==> config.mk <==
export PLATFORM = sky130hd
export DESIGN_NAME = seq_det_prog_flat
export DESIGN_NICKNAME = d
export VERILOG_FILES = /design/src/rtl/seq_det_prog_if.sv /design/src/rtl/seq_det_prog.sv /design/src/flat_wrapper.sv
export SDC_FILE = /design/constraint.sdc
export NUM_CORES = 1
export LEC_CHECK = 0
export BUFFER_PORTS_ARGS = -buffer_cell sky130_fd_sc_hd__buf_2
export CAP_MARGIN = 20
export CORE_MARGIN = 8
export CORE_UTILIZATION = 61
export DETAILED_ROUTE_END_ITERATION = 10
export PLACE_DENSITY = 0.94
export SETUP_SLACK_MARGIN = 0.5
export SLEW_MARGIN = 15
export SYNTH_ARGS = -nofsm -noshare
export SYNTH_HDL_FRONTEND = slang
export SYNTH_SLANG_ARGS = --single-unit
==> constraint.sdc <==
create_clock -name clk -period 7.5 [get_ports clk]
set_input_delay 0.375 -clock clk [delete_from_list [all_inputs] [get_ports clk]]
set_output_delay 0.375 -clock clk [all_outputs]
set_load 0.005 [all_outputs]
==> src/rtl/seq_det_prog_if.sv <==
// Bus bundle for the programmable serial sequence detector: bit stream,
// configuration load port and detection outputs.
interface seq_det_prog_if #(
  parameter int MAX_LEN = 16,
  parameter int CNT_W   = 8
);
  localparam int LEN_W = $clog2(MAX_LEN) + 1;

  logic               valid_i;
  logic               x_i;
  logic               cfg_load_i;
  logic [MAX_LEN-1:0] cfg_pattern_i;
  logic [LEN_W-1:0]   cfg_len_i;
  logic               cfg_overlap_i;
  logic               det_o;
  logic [CNT_W-1:0]   det_cnt_o;
  logic               cfg_err_o;

  modport master (
    output valid_i, x_i, cfg_load_i, cfg_pattern_i, cfg_len_i, cfg_overlap_i,
    input  det_o, det_cnt_o, cfg_err_o
  );

  modport slave (
    input  valid_i, x_i, cfg_load_i, cfg_pattern_i, cfg_len_i, cfg_overlap_i,
    output det_o, det_cnt_o, cfg_err_o
  );
endinterface

==> src/rtl/seq_det_prog.sv <==
// Programmable serial pattern detector: runtime pattern/length/overlap,
// registered one-cycle detect pulse and saturating detection counter.
module seq_det_prog #(
  parameter int MAX_LEN = 16,
  parameter int CNT_W   = 8
) (
  input logic          clk,
  input logic          reset,
  seq_det_prog_if.slave bus
);
  localparam int LEN_W = $clog2(MAX_LEN) + 1;
  localparam logic [LEN_W-1:0]   MAX_LEN_L = LEN_W'(MAX_LEN);
  localparam logic [LEN_W-1:0]   DEF_LEN   = LEN_W'(12);
  localparam logic [MAX_LEN-1:0] DEF_PAT   = MAX_LEN'(12'hEDB);
  localparam logic [CNT_W-1:0]   CNT_MAX   = '1;

  typedef enum logic {FILL = 1'b0, ARMED = 1'b1} state_t;

  state_t             state_q, state_next;
  logic [MAX_LEN-1:0] pattern_q;
  logic [LEN_W-1:0]   len_q;
  logic               overlap_q;
  logic [MAX_LEN-1:0] hist_q, hist_next;
  logic [LEN_W-1:0]   fill_q, fill_next;
  logic               det_q, det_next;
  logic               err_q, err_next;
  logic [CNT_W-1:0]   cnt_q, cnt_next;

  logic               consume, len_ok, load_ok, load_bad;
  logic               full_next, match;
  logic [LEN_W-1:0]   fill_inc;
  logic [MAX_LEN-1:0] shifted, mask;

  // Only the low len bits of history take part in the comparison.
  for (genvar gi = 0; gi < MAX_LEN; gi++) begin : g_mask
    assign mask[gi] = (LEN_W'(gi) < len_q);
  end

  assign consume   = bus.valid_i & ~bus.cfg_load_i;
  assign len_ok    = (bus.cfg_len_i != '0) && (bus.cfg_len_i <= MAX_LEN_L);
  assign load_ok   = bus.cfg_load_i & len_ok;
  assign load_bad  = bus.cfg_load_i & ~len_ok;
  assign fill_inc  = fill_q + 1'b1;
  assign shifted   = {hist_q[MAX_LEN-2:0], bus.x_i};
  assign full_next = consume && ((state_q == ARMED) || (fill_inc == len_q));
  assign match     = full_next && (((shifted ^ pattern_q) & mask) == '0);

  always_ff @(posedge clk) begin
    if (reset) state_q <= FILL;
    else       state_q <= state_next;
  end

  always_comb begin
    state_next = state_q;
    if (load_ok) begin
      state_next = FILL;
    end else if (state_q == FILL) begin
      if (full_next && !(match && !overlap_q)) state_next = ARMED;
    end else if (match && !overlap_q) begin
      state_next = FILL;
    end
  end

  always_comb begin
    hist_next = hist_q;
    fill_next = fill_q;
    det_next  = match;
    err_next  = load_bad;
    cnt_next  = (match && (cnt_q != CNT_MAX)) ? cnt_q + 1'b1 : cnt_q;
    if (load_ok) begin
      hist_next = '0;
      fill_next = '0;
    end else if (consume) begin
      hist_next = shifted;
      if (match && !overlap_q)  fill_next = '0;
      else if (state_q == FILL) fill_next = fill_inc;
    end
  end

  always_ff @(posedge clk) begin
    if (reset) begin
      pattern_q <= DEF_PAT;
      len_q     <= DEF_LEN;
      overlap_q <= 1'b1;
      hist_q    <= '0;
      fill_q    <= '0;
      det_q     <= 1'b0;
      err_q     <= 1'b0;
      cnt_q     <= '0;
    end else begin
      if (load_ok) begin
        pattern_q <= bus.cfg_pattern_i;
        len_q     <= bus.cfg_len_i;
        overlap_q <= bus.cfg_overlap_i;
      end
      hist_q <= hist_next;
      fill_q <= fill_next;
      det_q  <= det_next;
      err_q  <= err_next;
      cnt_q  <= cnt_next;
    end
  end

  assign bus.det_o     = det_q;
  assign bus.cfg_err_o = err_q;
  assign bus.det_cnt_o = cnt_q;
endmodule
==> src/flat_wrapper.sv <==
// flat-port wrapper written by rule: the top's interface ports become plain ports
module seq_det_prog_flat 
#(
  parameter int MAX_LEN = 16,
  parameter int CNT_W   = 8
)
  (clk, reset, bus_valid_i, bus_x_i, bus_cfg_load_i, bus_cfg_pattern_i, bus_cfg_len_i, bus_cfg_overlap_i, bus_det_o, bus_det_cnt_o, bus_cfg_err_o);
  seq_det_prog_if #(.MAX_LEN(MAX_LEN), .CNT_W(CNT_W)) bus_i ();
  input logic clk;
  input logic reset;
  input wire logic [$bits(bus_i.valid_i)-1:0] bus_valid_i;
  input wire logic [$bits(bus_i.x_i)-1:0] bus_x_i;
  input wire logic [$bits(bus_i.cfg_load_i)-1:0] bus_cfg_load_i;
  input wire logic [$bits(bus_i.cfg_pattern_i)-1:0] bus_cfg_pattern_i;
  input wire logic [$bits(bus_i.cfg_len_i)-1:0] bus_cfg_len_i;
  input wire logic [$bits(bus_i.cfg_overlap_i)-1:0] bus_cfg_overlap_i;
  output wire logic [$bits(bus_i.det_o)-1:0] bus_det_o;
  output wire logic [$bits(bus_i.det_cnt_o)-1:0] bus_det_cnt_o;
  output wire logic [$bits(bus_i.cfg_err_o)-1:0] bus_cfg_err_o;
  assign bus_i.valid_i = bus_valid_i;
  assign bus_i.x_i = bus_x_i;
  assign bus_i.cfg_load_i = bus_cfg_load_i;
  assign bus_i.cfg_pattern_i = bus_cfg_pattern_i;
  assign bus_i.cfg_len_i = bus_cfg_len_i;
  assign bus_i.cfg_overlap_i = bus_cfg_overlap_i;
  assign bus_det_o = bus_i.det_o;
  assign bus_det_cnt_o = bus_i.det_cnt_o;
  assign bus_cfg_err_o = bus_i.cfg_err_o;
  seq_det_prog #(.MAX_LEN(MAX_LEN), .CNT_W(CNT_W)) u_core (.clk(clk), .reset(reset), .bus(bus_i));
endmodule
==> results.yml <==
run_status:
  outcome: "complete, no violations"
synth:
  synth_top_area_cell: "dfxtp_1"
  synthArstFlopShare_pct: 0
  synth_area_um2: 2530
  synth_common_cells: "nand2_1 (84), dfxtp_1 (53), a21oi_1 (40), clkbuf_1 (17), xnor2_1 (15)"
  syn_nets: 347
  synthFlopType: "dfxtp_1"
  synth_most_common_cell: "nand2_1"
  synth_top_area_share_pct: 42.0
  synth_area_leaders: "dfxtp_1 (42%), nand2_1 (12%), a21oi_1 (7.9%)"
  seq_area_frac_synth_pct: 42.0
  ys_ff_latch: 53
  yosysWarnings: 0
  syn_inst: 318
  synth-edff-count: 0
  avgSynthCellArea_um2: 7.95
  yosys.cell_types.count: 45
power_and_ir_drop:
  internal_power_w: 0.000381
  p_sw_share_pct: 26.6
  clkPwrFrac_pct: 31.5
  comb_power_share_pct: 10.8
  seqPwrFrac_pct: 57.7
  leakage_nw: 1.11
  p_per_area_nw_per_um2: 186
  ir_worst_vdd_mv: 0.149
  p_sw_w: 0.000138
sta:
  fin_crit_sh_pct: 37.5
  setup_viol: 0
  fmax_mhz: 356
  drv_slew: 0
  tightest_slew_ns: 0.891
  max-slew-margin-rel_pct: 40.6
  skew_ns: 0.00818
  hold_viol: 0
  period_minus_slack_ns: 2.81
  rsz0062_at_grt: "false"
  fin_tns_setup_ns: 0
routing:
  drc_errors: 0
  ant_nets: 0
  dr.pass1.iters: 7
  drt_wl_total_mm: 5.89
  vias_per_cell: 5.88
  vias: 2310
  drtIter0Drc: 266
  wl_per_cell_um: 15.0
layout:
  final_core_util_pct: 69.6
  fin_nets: 371
  antenna_cells: 0
  drive_gt1_share_pct: 14.9
  syn_to_final_growth_pct: 10.1
floorplan:
  die_h_um: 80.4
  rows: 23
  die_area_um2: 6460
  ios: 37
  core_um2: 4000
  start_util_pct: 63.2
  die_w_um: 80.4
worst_setup_path:
  rrSetupSlack_ns: 4.69
  startpoint_type: "flop"
  crit_type: "reg -> reg"
  startpoint: "u_core.fill_q[0]$_SDFFE_PP0P_"
  r2r-end: "u_core.bus.det_cnt_o[4]$_SDFFE_PP0P_"
  crit_path_end_kind: "flop"
  cp.arrival_ns: 3.05
  critPathRequiredTime_ns: 7.74
  worstRegToRegCells: 8
  path_max_fanout: 11
  rr_startpoint: "u_core.fill_q[0]$_SDFFE_PP0P_"
place:
  dpl.hpwl_mm: 4.16
  io_buffers: 36
  gp_congestion: 0.922
global_route:
  antenna_found_initial: 0
  use_met2_pct: 27.9
  use_met3_pct: 4.80
  track_usage_pct: 18.6
  overflow: 0
  grt_max_degree: 36
  grt_use_met1_pct: 25.0
  busiest_layer: "met2"
  first_global_vias: 2088
  grt_pass1_wl_mm: 9.75
flow_run:
  max_cap_viol_count: 0
clocking:
  clock_latency_ns: 0.31
  cts_setup_buffers: 0
  postCtsHoldBufs: 0
  cts.sinks: 53
  numCtsBuffers: 5
  clk_path_buf_depth: 2
  cts.clk_slew.worst_paths_ns: 0.10
  cts_tree: "built"
  cts.htree.levels: 2
  ctsResizeCount: 0
  cts_root_buffer: "clkbuf_8"
min_path:
  whs_endpoint: "u_core.pattern_q[10]$_SDFFE_PP1P_"
  hold_path_depth: 3
  hp-class: "in -> reg"
  hp-start: "bus_cfg_pattern_i[10]"
## cells by family after synthesis
kind of cell,share of synthesized area [%]
DFF,42.0
buffers and inverters,4.70
AOI/OAI and AO/OA,17.0
xor gates and xnor gates,9.16
muxes,0.396
adders and majority gates,0.990
and+or+nand+nor,25.7
## critical path, cell delays in order, from the launching register on
cell and delay [ns]:
dfxtp_1 0.45, ha_1 0.26, nand3_1 0.17, xnor2_1 0.20, o31ai_2 0.31, o2111ai_1 0.26, or2_1 0.41, or4_1 0.54
a21oi_1 0.14
## registers in the layout (all words and copies together) (netlist names)
signal and cells:
u_core.bus.cfg_err_o 1, u_core.bus.det_cnt_o 8, u_core.bus.det_o 1, u_core.fill_q 5
u_core.hist_q 15, u_core.len_q 5, u_core.overlap_q 1, u_core.pattern_q 16
u_core.state_q 1
## area by class of cell
class,count,area (um2)
multi-input combinational,238,1350
sequential,53,1060
tap,50,62.6
fill,295,1220
clock buffer,5,68.8
timing repair buffer,38,195
clock inverter,3,25.0
inverter,6,22.5
## worst max path at each step
stage | end | slack, ns | cells past startpoint
2_1_floorplan | u_core.bus.det_cnt_o[7]$_SDFFE_PP0P_ | 5.08 | 9
3_3_place_gp | u_core.bus.det_cnt_o[7]$_SDFFE_PP0P_ | 4.97 | 8
3_5_place_dp | u_core.bus.det_cnt_o[4]$_SDFFE_PP0P_ | 4.73 | 8
4_1_cts | u_core.bus.det_cnt_o[4]$_SDFFE_PP0P_ | 4.70 | 8
5_1_grt | u_core.bus.det_cnt_o[4]$_SDFFE_PP0P_ | 4.49 | 8
6_report | u_core.bus.det_cnt_o[4]$_SDFFE_PP0P_ | 4.69 | 8
## placed cells by master (no fill, tap or decap), types with 3 or more instances in the layout
master / instances
xnor2_1: 15
nand2_1: 84
inv_1: 6
o21ai_0: 7
dfxtp_1: 53
nand2b_1: 5
nand3_1: 5
clkbuf_8: 5
nor4_1: 4
nand3b_1: 13
xor2_1: 7
nor2_1: 12
buf_2: 36
and3_1: 3
a21o_1: 3
nor3_1: 4
a21oi_1: 40
## power by group through the flow
stage | logic (W) | registers, W | clock network [W]
2_1_floorplan | 0.0000426 | 0.000301 | 0
3_5_place_dp | 0.0000550 | 0.000306 | 0
5_1_grt | 0.0000620 | 0.000301 | 0.000179
6_report | 0.0000559 | 0.000299 | 0.000164
4_1_cts | 0.0000556 | 0.000299 | 0.000165
3_3_place_gp | 0.0000530 | 0.000305 | 0
## metrics by stage
step                      hold slack [ns]  cells  cell area [um2]  setup WS (ns)  power [W]
after floorplan                     0.448    318             2530           5.08   0.000344
after global placement              0.454    385             2690           4.97   0.000358
after detailed placement            0.473    385             2690           4.73   0.000361
after CTS                           0.262    393             2780           4.70   0.000520
after global routing                0.267    393             2780           4.49   0.000541
final                               0.271    393             2780           4.69   0.000519
## metal layers
metal / up-vias / share of wire [%]
li1: 1127 / -
met1: 1074 / 46
met2: 99 / 46
met3: 10 / 6.9
met4: 0 / 1.5
met5: - / 0
Note: power is estimated with default switching activity, not from simulation.
